## config.mk

```make
export PLATFORM = sky130hd
export DESIGN_NAME = demux16_collector
export DESIGN_NICKNAME = d
export VERILOG_FILES = /design/src/rtl/demux16_collector.sv
export SDC_FILE = /design/constraint.sdc
export NUM_CORES = 1
export LEC_CHECK = 0
export CAP_MARGIN = 20
export CORE_MARGIN = 2
export CORE_UTILIZATION = 48
export DETAILED_ROUTE_END_ITERATION = 10
export HOLD_SLACK_MARGIN = 0.02
export PLACE_DENSITY = 0.89
export SYNTH_ARGS = -nofsm -noshare
export SYNTH_HDL_FRONTEND = slang
export SYNTH_SLANG_ARGS = --single-unit
```

## constraint.sdc

```tcl
create_clock -name clk -period 2.04 [get_ports clk]
set_input_delay 0.51 -clock clk [delete_from_list [all_inputs] [get_ports clk]]
set_output_delay 0.51 -clock clk [all_outputs]
set_load 0.03 [all_outputs]
```

## src/rtl/demux16_collector.sv

```systemverilog
// demux16_collector: steers a stream of (S, I) bits into a 16-lane word and offers it under valid/ready.
// Ports:
//   clk, rst                      clock and synchronous active-high reset
//   in_valid, in_ready, S, I      bit input; I is written to lane S
//   in_last                       closes the frame after this write
//   out_valid, out_ready          completed-word handshake
//   op, op_mask, err              word, lanes written this frame, and a repeated-lane flag
module demux16_collector #(
  parameter int SEL_W = 4
) (
  input  logic                  clk,
  input  logic                  rst,
  input  logic                  in_valid,
  output logic                  in_ready,
  input  logic [SEL_W-1:0]      S,
  input  logic                  I,
  input  logic                  in_last,
  output logic                  out_valid,
  input  logic                  out_ready,
  output logic [2**SEL_W-1:0]   op,
  output logic [2**SEL_W-1:0]   op_mask,
  output logic                  err
);
  localparam int WIDTH = 2**SEL_W;
  typedef enum logic {COLLECT, HOLD} state_t;
  state_t state, state_nx;
  logic [WIDTH-1:0] onehot;
  logic wr, rel;
  assign onehot    = {{(WIDTH-1){1'b0}}, 1'b1} << S;
  assign in_ready  = (state == COLLECT) & ~rst;
  assign out_valid = (state == HOLD);
  assign wr        = in_valid & in_ready;
  assign rel       = (state == HOLD) & out_ready;
  always_comb begin
    state_nx = state;
    if (wr) state_nx = (in_last | (&(op_mask | onehot))) ? HOLD : COLLECT;
    else if (rel) state_nx = COLLECT;
  end
  always_ff @(posedge clk) begin
    if (rst) begin
      state   <= COLLECT;
      op      <= '0;
      op_mask <= '0;
      err     <= 1'b0;
    end else begin
      state <= state_nx;
      if (wr) begin
        op[S]      <= I;
        op_mask[S] <= 1'b1;
        if (op_mask[S]) err <= 1'b1;
      end else if (rel) begin
        op      <= '0;
        op_mask <= '0;
        err     <= 1'b0;
      end
    end
  end
endmodule

```

==> qor.yml, run 1 <==
report.final.hold_viol_count: 0
vias_per_cell: 5.80
skew_ns: 0.00466
synth_edf_count: 0
clkLatencyLatePin_ns: 0.33
worstHoldStart: "op[3]"
clock-root-buffer: "clkbuf_4"
wirelength_um: 4810
worst_path_largest_cell_delay_ns: 0.72
worstPathArrival_ns: 1.49
ant_nets: 0
holdWs_ns: 0.479
io_pins: 45
syn_area_per_cell_um2: 8.14
io_buffer_count: 44
die_w_um: 63.7
r2r_slack_ns: 0.35
cts_max_level: 2
clk_path_buf_depth: 2
ys_ff_latch: 34
synthArstFlopShare: 0
worst_ep_required_time_ns: 1.53
start_util: 0.505
num-nets-final: 274
min_path_cells: 2
rsz0062_at_grt: "no"
num_antenna_cells: 0
synthDistinctLibCells: 35
final_common_cell: "clkdlybuf4s50_1"
place_hpwl_um: 3200
grt_max_degree: 36
area_growth_pct: 39.6
worst_pin_slew_ns: 0.371
fin_total_pwr_mw: 1.36
critPathKind: "flip-flop to primary output"
multiInputGateArea_um2: 928
syn_inst: 210
status: "finished, final reports clean"
final_cell_mix: "clkdlybuf4s50_1, nand2_1, nand3_1"
seq_area_um2: 681
vias: 1803
max_freq_mhz: 501
fp-row-count: 21
synth_nets: 220
slew_violations: 0
setup_viol: 0
maxCapViolations: 0
relSlewSlack: 0.752
clk_pin_slew_worst_paths_ns: 0.11
critPathMaxFanout: 5
gr-usage-all-layers: 0.246
ff2ff_path_depth: 5
cp_top_family: "buffers and inverters"
crit_chain: "clkdlybuf4s50_1"
gp_congestion: 0.862
yosysWarningCount: 0
syn_area_mm2: 0.00171
ir_drop_mv: 0.456
cts.sinks: 34
drt-wirelength-per-cell_um: 15.5
grt_pass1_wl_um: 7830
fp.dieH_um: 63.7
timing.rr.start: "out_valid"
end_kind: "primary output"
fin_crit_ns: 2.00
min_to: "op[3]"
fin_setup_tns_ns: 0
grt-ovfl-total: 0
slowest_stage: "clkdlybuf4s50_1"
dpl_cell_area_mm2: 0.00228
synth_flop_cell: "dfxtp_1"
nFillCells: 243
drtPass1Iterations: 5
leakage_nw: 0.825
powerDensity_mw_per_mm2: 572
holdCritPathClass: "flip-flop to flip-flop"
finalCritPeriodShare: 0.979
antenna_found_initial: 0
synth.yosys.seq_area_share: 0.398
start_kind: "flip-flop"
dieArea_mm2: 0.00406
drive_gt1_frac: 0.158
core_area_mm2: 0.00339
stdcell_area_mm2: 0.00239
grt_pass1_vias: 1664
drc: 0
critPathBufInv: 1
tritoncts: "built"
cts_buffers: 5
drtIter0Drc: 197
reg2reg_to: "op[11]"
==> cell type report <==
cell class | instances | area share
Timing Repair Buffer | 67 | 0.267
Multi-Input combinational cell | 156 | 0.389
Clock inverter | 3 | 0.0189
Tap cell | 46 | 0.0241
Sequential cell | 34 | 0.285
Clock buffer | 5 | 0.0157
==> synth_stat cells (all sizes together) (2+ instances only) <==
library cell / n / share of area
nand2: 35 / 0.077
a21oi: 33 / 0.097
nand3: 35 / 0.10
nor2: 4 / 0.012
nor4bb: 3 / 0.018
buf: 13 / 0.051
mux2: 2 / 0.013
nand2b: 2 / 0.0073
nand4b: 3 / 0.015
nand4: 3 / 0.011
mux4: 2 / 0.026
o21ai: 8 / 0.023
clkbuf: 7 / 0.015
nor2b: 4 / 0.015
and4b: 3 / 0.018
dfxtp: 34 / 0.40
mux2i: 3 / 0.018
a22oi: 3 / 0.013
==> worst max-delay path by stage <==
stage                     depth (start not counted)  startpoint  slack (ns)          to
after CTS                                         4         rst        0.02    in_ready
final                                             1  op_mask[7]        0.04  op_mask[7]
after global placement                            6        S[0]       -0.26   out_valid
after floorplan                                   5         rst        0.25         err
after global routing                              4         rst       0.003    in_ready
after detailed placement                          7        S[0]       -0.26   out_valid
==> power by group <==
group,switching (mW),internal [mW],total [mW]
registers,0.00684,0.671,0.678
clock network,0.243,0.257,0.500
logic,0.105,0.0826,0.187
total,0.354,1.01,1.36
==> sequential cells by signal (all words and copies together), names as in the netlist <==
signal     count
out_valid      1
err            1
op            16
op_mask       16
==> cells by family after synthesis <==
| group | count (synthesis) | synth area share |
|---|---|---|
| AND/OR/NAND/NOR | 99 | 0.318 |
| buffers and inverters | 20 | 0.0666 |
| multiplexers | 7 | 0.0571 |
| flip-flops | 34 | 0.398 |
| AO/OA/AOI/OAI | 50 | 0.161 |
==> repair_timing <==
item                                    CTS  global route
pin swaps                                 0             2
resized for setup                         1             6
hold buffers                              0             0
buffers inserted                          0             0
endpoints found under the setup margin    1             4
==> routing by layer <==
layer	share of wire	global-route usage	vias up
met5	0	0	-
met2	0.49	0.396	83
met4	0.015	0.0924	0
met1	0.43	0.323	843
li1	-	-	869
met3	0.068	0.0500	8
==> metrics by stage <==
stage / cells / setup slack [ns] / util
after floorplan: 210 / 0.249 / -
after global placement: 303 / -0.258 / 0.672
after detailed placement: 303 / -0.257 / 0.672
after CTS: 311 / 0.0159 / 0.697
after global routing: 311 / 0.00270 / 0.704
final: 311 / 0.0438 / 0.704
==> tightest hold or removal path, stage by stage, from the launching register on <==
cell and delay (ns):
dfxtp_1 0.33, nand3_1 0.06, a21oi_1 0.06
Note: power is estimated with default switching activity, not from simulation.
==> run 2, diff against run 1 <==
--- a/config.mk
+++ b/config.mk
@@ -9,6 +9,7 @@
 export CORE_MARGIN = 2
 export CORE_UTILIZATION = 48
 export DETAILED_ROUTE_END_ITERATION = 10
+export GPL_TIMING_DRIVEN = 0
 export HOLD_SLACK_MARGIN = 0.02
 export PLACE_DENSITY = 0.89
 export SYNTH_ARGS = -nofsm -noshare
==> run 2 against run 1 <==
Effect of this change:
- clock skew hardly changed
- clock-buffer cell count is 2 higher
- wire length is 1.1% lower
- hold slack worse by 0.12 ns
- total power is 9.1% lower
- via count is 1.8% lower
- critical path depth stayed put
- worst setup slack better by 0.0073 ns
- first-iteration DRC count is 14% lower
- largest power group unchanged
==> qor.yml, run 2 (same netlist as run 1, synthesis figures left out) <==
grt-ovfl-total: 0  # unchanged
slew_violations: 0  # unchanged
cp_top_family: "buffers and inverters"  # unchanged
start_util: 0.505  # unchanged
vias_per_cell: 5.80  # about the same
worstPathArrival_ns: 1.48  # was 1.49 ns
core_area_mm2: 0.00339  # unchanged
powerDensity_mw_per_mm2: 549  # was 572 mW/mm2
grt_pass1_wl_um: 7840  # was 7830 um
num_antenna_cells: 0  # unchanged
num-nets-final: 268  # was 274
critPathKind: "flip-flop to primary output"  # unchanged
post_cts_resized: 3  # was 1
final_common_cell: "clkdlybuf4s50_1"  # unchanged
area_growth_pct: 32.3  # was 39.6%
place_hpwl_um: 3270  # was 3200 um
cts_max_level: 2  # unchanged
start_kind: "flip-flop"  # unchanged
skew_ns: 0.00505  # was 0.00466 ns
reg_top3: "op x16, op_mask x16"  # unchanged
worst_pin_slew_ns: 0.559  # was 0.371 ns
cts_buffers: 5  # unchanged
power_frac_clock: 0.317  # was 0.366
fin_total_pwr_mw: 1.24  # was 1.36 mW
fp-row-count: 21  # unchanged
crit_chain: "clkdlybuf4s50_1"  # unchanged
cts.sinks: 34  # unchanged
fin_crit_ns: 1.99  # was 2.00 ns
ant_nets: 0  # unchanged
post-cts-setup-buffers: 0  # unchanged
grt_max_degree: 11  # was 36
tritoncts: "built"  # unchanged
status: "finished, final reports clean"  # unchanged
maxCapViolations: 0  # unchanged
drtPass1Iterations: 4  # was 5
critPathBufInv: 1  # unchanged
end_kind: "primary output"  # unchanged
drt-wirelength-per-cell_um: 15.6  # was 15.5 um
intPower_uw: 904  # was 1.01 mW
fin_ws_ns: 0.0511  # was 0.0438 ns
critPathMaxFanout: 5  # unchanged
relSlewSlack: 0.627  # was 0.752
drtIter0Drc: 170  # was 197
worst_path_largest_cell_delay_ns: 0.71  # was 0.72 ns
slowest_stage: "clkdlybuf4s50_1"  # unchanged
switching_share: 0.272  # was 0.260
gp_congestion: 0.853  # was 0.862
clk_pin_slew_worst_paths_ns: 0.11  # about the same
die_w_um: 63.7  # unchanged
final_cell_mix: "clkdlybuf4s50_1, nand2_1, nand3_1"  # unchanged
finalNonFillerCells: 305  # was 311
clk_path_buf_depth: 2  # unchanged
vias: 1770  # was 1803
clkLatencyLatePin_ns: 0.34  # was 0.33 ns
drc: 0  # unchanged
gr-usage-all-layers: 0.246  # about the same
max_freq_mhz: 503  # was 501 MHz
ir_drop_mv: 0.437  # was 0.456 mV
finalCritPeriodShare: 0.975  # was 0.979
holdBufCountCts: 0  # unchanged
wirelength_um: 4750  # was 4810 um
holdWs_ns: 0.362  # was 0.479 ns
io_buffer_count: 41  # was 44
power_frac_comb: 0.136  # was 0.137
power.switching_uw: 337  # was 354 uW
dieArea_mm2: 0.00406  # unchanged
holdCritPathClass: "primary input to flip-flop"  # was flip-flop to flip-flop
drive_gt1_frac: 0.112  # was 0.158
setup_viol: 0  # unchanged
grt_pass1_vias: 1628  # was 1664
io_pins: 45  # unchanged
leakage_nw: 0.727  # was 0.825 nW
fp.dieH_um: 63.7  # unchanged
place_inst: 297  # was 303
final_util: 0.667  # was 0.704
dpl_worst_slack_ns: -0.391  # was -0.257 ns
clock-root-buffer: "clkbuf_4"  # unchanged
rsz0062_at_grt: "yes"  # was no
report.final.hold_viol_count: 0  # unchanged
worst_ep_required_time_ns: 1.53  # about the same
antenna_found_initial: 0  # unchanged
seqPwrFrac: 0.546  # was 0.497
==> run 2: power groups by stage <==
stage / Clock [mW] / Combinational, mW / Sequential (mW)
finish: 0.394 / 0.169 / 0.678
global route: 0.425 / 0.181 / 0.679
CTS: 0.391 / 0.164 / 0.678
detailed placement: 0 / 0.163 / 0.693
global placement: 0 / 0.161 / 0.693
floorplan: 0 / 0.0929 / 0.706
==> run 2: per-layer routing <==
layer | vias to the layer above | track usage | wire length [um]
met5 | - | 0 | 0
met4 | 0 | 0.114 | 130
li1 | 859 | - | -
met3 | 17 | 0.0518 | 384
met2 | 97 | 0.368 | 2190
met1 | 797 | 0.337 | 2040
==> run 2: path summary, 6_finish.rpt <==
path	to	cells after the start	slack [ns]	startpoint
hold / removal	op_mask[1]	2	0.36	rst
setup reg to reg	op[9]	6	0.36	out_valid
setup / recovery	op_mask[11]	1	0.05	op_mask[11]
hold reg to reg	op[2]	2	0.47	op[2]
==> run 2: final cells by class <==
type / instances / area [um2]
fillers: 266 / 1130
multi-input cells: 156 / 926
flip-flops and latches: 34 / 681
repair buffers: 41 / 412
plain buffers: 20 / 126
well taps: 46 / 57.6
clock buffers: 7 / 55.1
clock inverters: 1 / 5.00
==> run 2: per-stage QoR <==
stage / instance area [um2] / setup TNS, ns
2_1_floorplan: 1710 / 0
3_3_place_gp: 2180 / -4.23
3_5_place_dp: 2180 / -4.55
4_1_cts: 2240 / 0
5_1_grt: 2260 / -0.0308
6_report: 2260 / 0
